[src/rtl/hd_program_loader.sv]
// Copies the N-th file from the simulated disk into instruction memory.
// Ports: clk/rst_n, start/prog_idx/im_base request, hd_addr/hd_q disk read,
//   im_we/im_addr/im_data write, busy/done/error, word_count/hd_start_addr.
module hd_program_loader #(
    parameter int DATA_WIDTH    = 32,
    parameter int HD_ADDR_WIDTH = 9,
    parameter int IM_ADDR_WIDTH = 10,
    parameter int IDX_WIDTH     = 4,
    parameter logic [5:0] OP_BEGIN = 6'b010101,
    parameter logic [5:0] OP_END   = 6'b010110,
    parameter logic [5:0] OP_HDEND = 6'b011000
) (
    input  logic                     clk,
    input  logic                     rst_n,
    input  logic                     start,
    input  logic [IDX_WIDTH-1:0]     prog_idx,
    input  logic [IM_ADDR_WIDTH-1:0] im_base,
    output logic [HD_ADDR_WIDTH-1:0] hd_addr,
    input  logic [DATA_WIDTH-1:0]    hd_q,
    output logic                     im_we,
    output logic [IM_ADDR_WIDTH-1:0] im_addr,
    output logic [DATA_WIDTH-1:0]    im_data,
    output logic                     busy,
    output logic                     done,
    output logic                     error,
    output logic [IM_ADDR_WIDTH-1:0] word_count,
    output logic [HD_ADDR_WIDTH-1:0] hd_start_addr
);

    typedef enum logic [1:0] {IDLE, SEEK, COPY} state_t;

    state_t                     state;
    logic [HD_ADDR_WIDTH-1:0]   file_cnt;
    logic [IDX_WIDTH-1:0]       idx;
    logic [IM_ADDR_WIDTH-1:0]   base;
    // Extra top bit flags an offset that no longer fits in memory.
    logic [IM_ADDR_WIDTH:0]     offset;
    logic                       vld;

    logic [5:0] op;
    logic       is_begin;
    logic       is_end;
    logic       is_hdend;
    logic       seek_hit;
    logic       copy_wr;
    logic       off_ovf;
    logic       wrap;
    logic       finish_ok;
    logic       abort;

    assign op       = hd_q[DATA_WIDTH-1 -: 6];
    assign is_begin = (op == OP_BEGIN);
    assign is_end   = (op == OP_END);
    assign is_hdend = (op == OP_HDEND);
    assign off_ovf  = offset[IM_ADDR_WIDTH];

    assign seek_hit = (state == SEEK) && vld && is_begin &&
                      (file_cnt == HD_ADDR_WIDTH'(idx));
    assign copy_wr  = (state == COPY) && vld && !is_hdend && !off_ovf;

    // hd_addr only reads 0 with vld set after it has wrapped; the word
    // on hd_q is then the last disk word, which is still processed.
    assign wrap      = vld && (hd_addr == '0);
    assign finish_ok = copy_wr && is_end;
    assign abort     = vld && (state != IDLE) &&
                       (is_hdend ||
                        ((state == COPY) && off_ovf) ||
                        (wrap && !finish_ok));

    assign im_we   = seek_hit || copy_wr;
    assign im_addr = base + offset[IM_ADDR_WIDTH-1:0];
    assign im_data = im_we ? hd_q : '0;
    assign busy    = (state != IDLE);

    always_ff @(posedge clk) begin
        if (!rst_n) begin
            state         <= IDLE;
            hd_addr       <= '0;
            file_cnt      <= '0;
            idx           <= '0;
            base          <= '0;
            offset        <= '0;
            vld           <= 1'b0;
            done          <= 1'b0;
            error         <= 1'b0;
            word_count    <= '0;
            hd_start_addr <= '0;
        end else begin
            done <= 1'b0;
            unique case (state)
                IDLE: begin
                    // A start coinciding with the done pulse is dropped.
                    if (start && !done) begin
                        hd_addr  <= '0;
                        file_cnt <= '0;
                        offset   <= '0;
                        vld      <= 1'b0;
                        error    <= 1'b0;
                        idx      <= prog_idx;
                        base     <= im_base;
                        state    <= SEEK;
                    end
                end
                SEEK: begin
                    hd_addr <= hd_addr + HD_ADDR_WIDTH'(1);
                    vld     <= 1'b1;
                    if (seek_hit) begin
                        hd_start_addr <= hd_addr - HD_ADDR_WIDTH'(1);
                        offset        <= (IM_ADDR_WIDTH+1)'(1);
                        state         <= COPY;
                    end else if (vld && is_begin) begin
                        file_cnt <= file_cnt + HD_ADDR_WIDTH'(1);
                    end
                end
                COPY: begin
                    hd_addr <= hd_addr + HD_ADDR_WIDTH'(1);
                    vld     <= 1'b1;
                    if (copy_wr) begin
                        offset <= offset + (IM_ADDR_WIDTH+1)'(1);
                    end
                    if (finish_ok) begin
                        word_count <= offset[IM_ADDR_WIDTH-1:0] +
                                      IM_ADDR_WIDTH'(1);
                        done       <= 1'b1;
                        state      <= IDLE;
                    end
                end
                default: state <= IDLE;
            endcase
            if (abort) begin
                error <= 1'b1;
                done  <= 1'b1;
                state <= IDLE;
            end
        end
    end

endmodule
[config.mk]
export PLATFORM = sky130hd
export DESIGN_NAME = hd_program_loader
export DESIGN_NICKNAME = d
export VERILOG_FILES = /design/src/rtl/hd_program_loader.sv
export SDC_FILE = /design/constraint.sdc
export NUM_CORES = 1
export LEC_CHECK = 0
export ABC_AREA = 1
export CORE_MARGIN = 1
export CORE_UTILIZATION = 29
export CTS_BUF_LIST = sky130_fd_sc_hd__clkbuf_8
export CTS_CLUSTER_DIAMETER = 50
export DETAILED_ROUTE_END_ITERATION = 10
export PLACE_DENSITY_LB_ADDON = 0.1
export SLEW_MARGIN = 15
export SYNTH_ARGS = -nofsm -noshare
export SYNTH_HDL_FRONTEND = slang
export SYNTH_SLANG_ARGS = --single-unit
[constraint.sdc]
create_clock -name clk -period 2.3 [get_ports clk]
set_input_delay 0.46 -clock clk [delete_from_list [all_inputs] [get_ports clk]]
set_output_delay 0.46 -clock clk [all_outputs]
set_load 0.005 [all_outputs]
==> impl_metrics.env <==
export IMPL_syn_area_mm2=0.00423
export IMPL_coreArea_mm2=0.0140
export IMPL_grt_pass1_wl_um=20700
export IMPL_grt_overflow=0
export IMPL_synth_top_area_share=0.317
export IMPL_finalSetupViolCount=34
export IMPL_dp_cells=979
export IMPL_layout_nets=885
export IMPL_antenna_left=0
export IMPL_final_util=0.463
export IMPL_std_cell_rows=43
export IMPL_cts_tree="yes"
export IMPL_grt_setup_unrepaired="yes"
export IMPL_netlist_instances=645
export IMPL_area_growth_pct=53.7
export IMPL_violations="setup timing"
export IMPL_dp_hpwl_um=9890
export IMPL_crit_type="in -> out"
export IMPL_ys_ff_latch=67
export IMPL_start_util=0.301
export IMPL_vias=4623
export IMPL_fp_dieArea_mm2=0.0151
export IMPL_io_pins=123
export IMPL_grt_max_degree=30
export IMPL_outcome="finished, violations left"
export IMPL_synth_area_leaders="dfxtp_1 32%, nor2_1 12%, nand2_1 9.8%"
export IMPL_slew_viol_final=0
export IMPL_antenna_found_initial=0
export IMPL_p_total_uw=5320
export IMPL_multiInputGateArea_mm2=0.00283
export IMPL_fmax_mhz=422
export IMPL_seq_area_frac_synth=0.317
export IMPL_arrival_ns=1.91
export IMPL_fp_dieH_um=123
export IMPL_h_tree_depth=3
export IMPL_syn_nets=713
export IMPL_drt_first_pass_iters=6
export IMPL_fill_cells=1440
export IMPL_ff2ff_setup_slack_ns=0.43
export IMPL_min_period_ns=2.37
export IMPL_min_period_over_period=1.03
export IMPL_critPathLaunchType="primary input"
export IMPL_io_buffer_count=122
export IMPL_hold_ws_ns=0.482
export IMPL_numClockSinks=67
export IMPL_critical_path_required_ns=1.84
export IMPL_vdd_drop_max_v=0.000418
export IMPL_skew_ns=0.0208
export IMPL_register_area_mm2=0.00136
export IMPL_power_leakage_uw=0.00289
export IMPL_layout_cells_non_filler=1002
export IMPL_wl_per_cell_um=13.3
export IMPL_holdPathStages=2
export IMPL_worst_pin_slew_ns=0.571
export IMPL_worstSetupEndpointType="output port"
export IMPL_grt_pass1_vias=4247
export IMPL_worst_path_max_fanout=8
export IMPL_fp_dieW_um=123
export IMPL_viasPerCell=4.61
export IMPL_power_density_mw_per_mm2=818
export IMPL_dp_slack_ns=-0.521
export IMPL_min_from="hd_start_addr[3]"
export IMPL_setup_ws_ns=-0.0698
export IMPL_reg2reg_from="state[0]"
export IMPL_syn_area_per_cell_um2=6.56
export IMPL_rr_endpoint="offset[1]"
export IMPL_path_clk_slew_ns=0.07
export IMPL_cts_root_buf="clkbuf_8"
export IMPL_wl_um=13400
export IMPL_drive_above_1_share=0.280
export IMPL_hold_buffers=0
export IMPL_r2r_cells=12
export IMPL_final_hold_viol_count=0
export IMPL_min_delay_worst_endpoint="hd_start_addr[3]"
export IMPL_globalplace_congestion=0.815
export IMPL_track_usage=0.176
export IMPL_antenna_cells=0
export IMPL_clock_latency_ns=0.36
export IMPL_worstHoldPathType="reg -> reg"
export IMPL_cap_violations=0
export IMPL_relSlewSlack=0.619
export IMPL_synth_largest_area_cell="dfxtp_1"
export IMPL_cts_max_path_buffers=2
export IMPL_yosysWarnings=0
export IMPL_ys_types=37
export IMPL_route_detailed_drc=0
export IMPL_cts_buffers=9
export IMPL_drtIter0Drc=158
critical path, cell delays in order:
cell and delay [ns]:
clkdlybuf4s50_1 0.48, nand2_1 0.07, nor2_2 0.11, nand2_2 0.09
nor2_4 0.12, nand2_4 0.06, nand2_4 0.10, inv_8 0.05
clkbuf_16 0.17, nor2_1 0.08, buf_2 0.11
worst max-delay path by stage:
stage                        start  depth (start not counted)          end
after floorplan           state[1]                         12  im_data[10]
after global placement    hd_q[26]                         11  im_data[20]
after detailed placement  hd_q[26]                         11   im_data[1]
after CTS                 hd_q[31]                         12   im_data[1]
after global routing      hd_q[28]                         11   im_data[5]
final                     hd_q[28]                         11   im_data[5]
routing by layer:
| layer | vias up | part of all wire | track usage |
|---|---|---|---|
| met4 | 0 | 0.017 | 0.0686 |
| li1 | 2390 | - | - |
| met2 | 115 | 0.46 | 0.278 |
| met1 | 2102 | 0.47 | 0.239 |
| met3 | 16 | 0.059 | 0.0274 |
| met5 | - | 0 | 0 |
cell type report:
class,instances,area share
clock inverter,7,0.00827
multi-input combinational,464,0.436
clock buffer,9,0.0190
inverter,93,0.0548
sequential,67,0.210
tap,180,0.0346
timing repair buffer,182,0.238
sequential cells by signal, indices dropped and copies added (netlist names):
register       flops
offset            11
base              10
word_count        10
file_cnt           9
hd_addr            9
hd_start_addr      9
idx                4
state              2
done               1
error              1
vld                1
repair_timing:
| item | CTS | global route |
|---|---|---|
| gates resized for setup | 211 | 73 |
| endpoints found under the setup margin | 43 | 38 |
| pin swaps | 17 | 25 |
| setup buffers | 3 | 1 |
| cloned | 1 | 2 |
metrics by stage:
stage | area [µm²] | TNS (ns)
CTS | 6200 | -1.07
finish | 6500 | -1.47
floorplan | 4230 | 0
global route | 6500 | -4.39
detailed placement | 5940 | -16.78
global placement | 5940 | -16.17
report_power, final:
part / leakage (µW) / switching (µW) / internal, µW
clock network: 0.0000818 / 514 / 396
logic: 0.00226 / 1650 / 1240
registers: 0.000550 / 181 / 1350
cell usage after synthesis (all sizes together):
cell type  count
a211oi         2
a21oi         48
buf           10
clkbuf        11
clkinv         2
dfxtp         67
fa             1
ha            18
inv           91
nand2        120
nand3         37
nand4         16
nor2         139
nor3           6
nor3b          3
o21a           1
o21ai         48
o21bai         3
o311ai         1
o31ai          1
or2            1
xnor2          1
xor2          18
cells in the final DEF (no fill, tap or decap), drive strengths merged, types with 2 or more instances in the layout:
cell type      synthesis  routed
nor2                 139     139
nand2                120     120
buf                   10      97
inv                   91      92
clkdlybuf4s50          0      76
dfxtp                 67      67
a21oi                 48      48
o21ai                 48      48
nand3                 37      37
xor2                  18      18
ha                    18      18
nand4                 16      16
clkbuf                11      11
nor3                   6       6
dlygate4sd2            0       5
clkinv                 2       5
nor3b                  3       3
clkinvlp               0       3
o21bai                 3       3
dlymetal6s2s           0       2
a211oi                 2       2
kinds of logic (layout without fill, tap and decap cells):
kind of cell	count (synthesis)	after routing	share of synthesized area
buffers and inverters	114	291	0.117
AND/OR/NAND/NOR	322	322	0.338
XOR/XNOR	19	19	0.0393
flip-flops	67	67	0.317
adder cells (fa/ha/maj)	19	19	0.0580
AO/OA/AOI/OAI	104	104	0.131
Power figures use the tool's default switching activity.
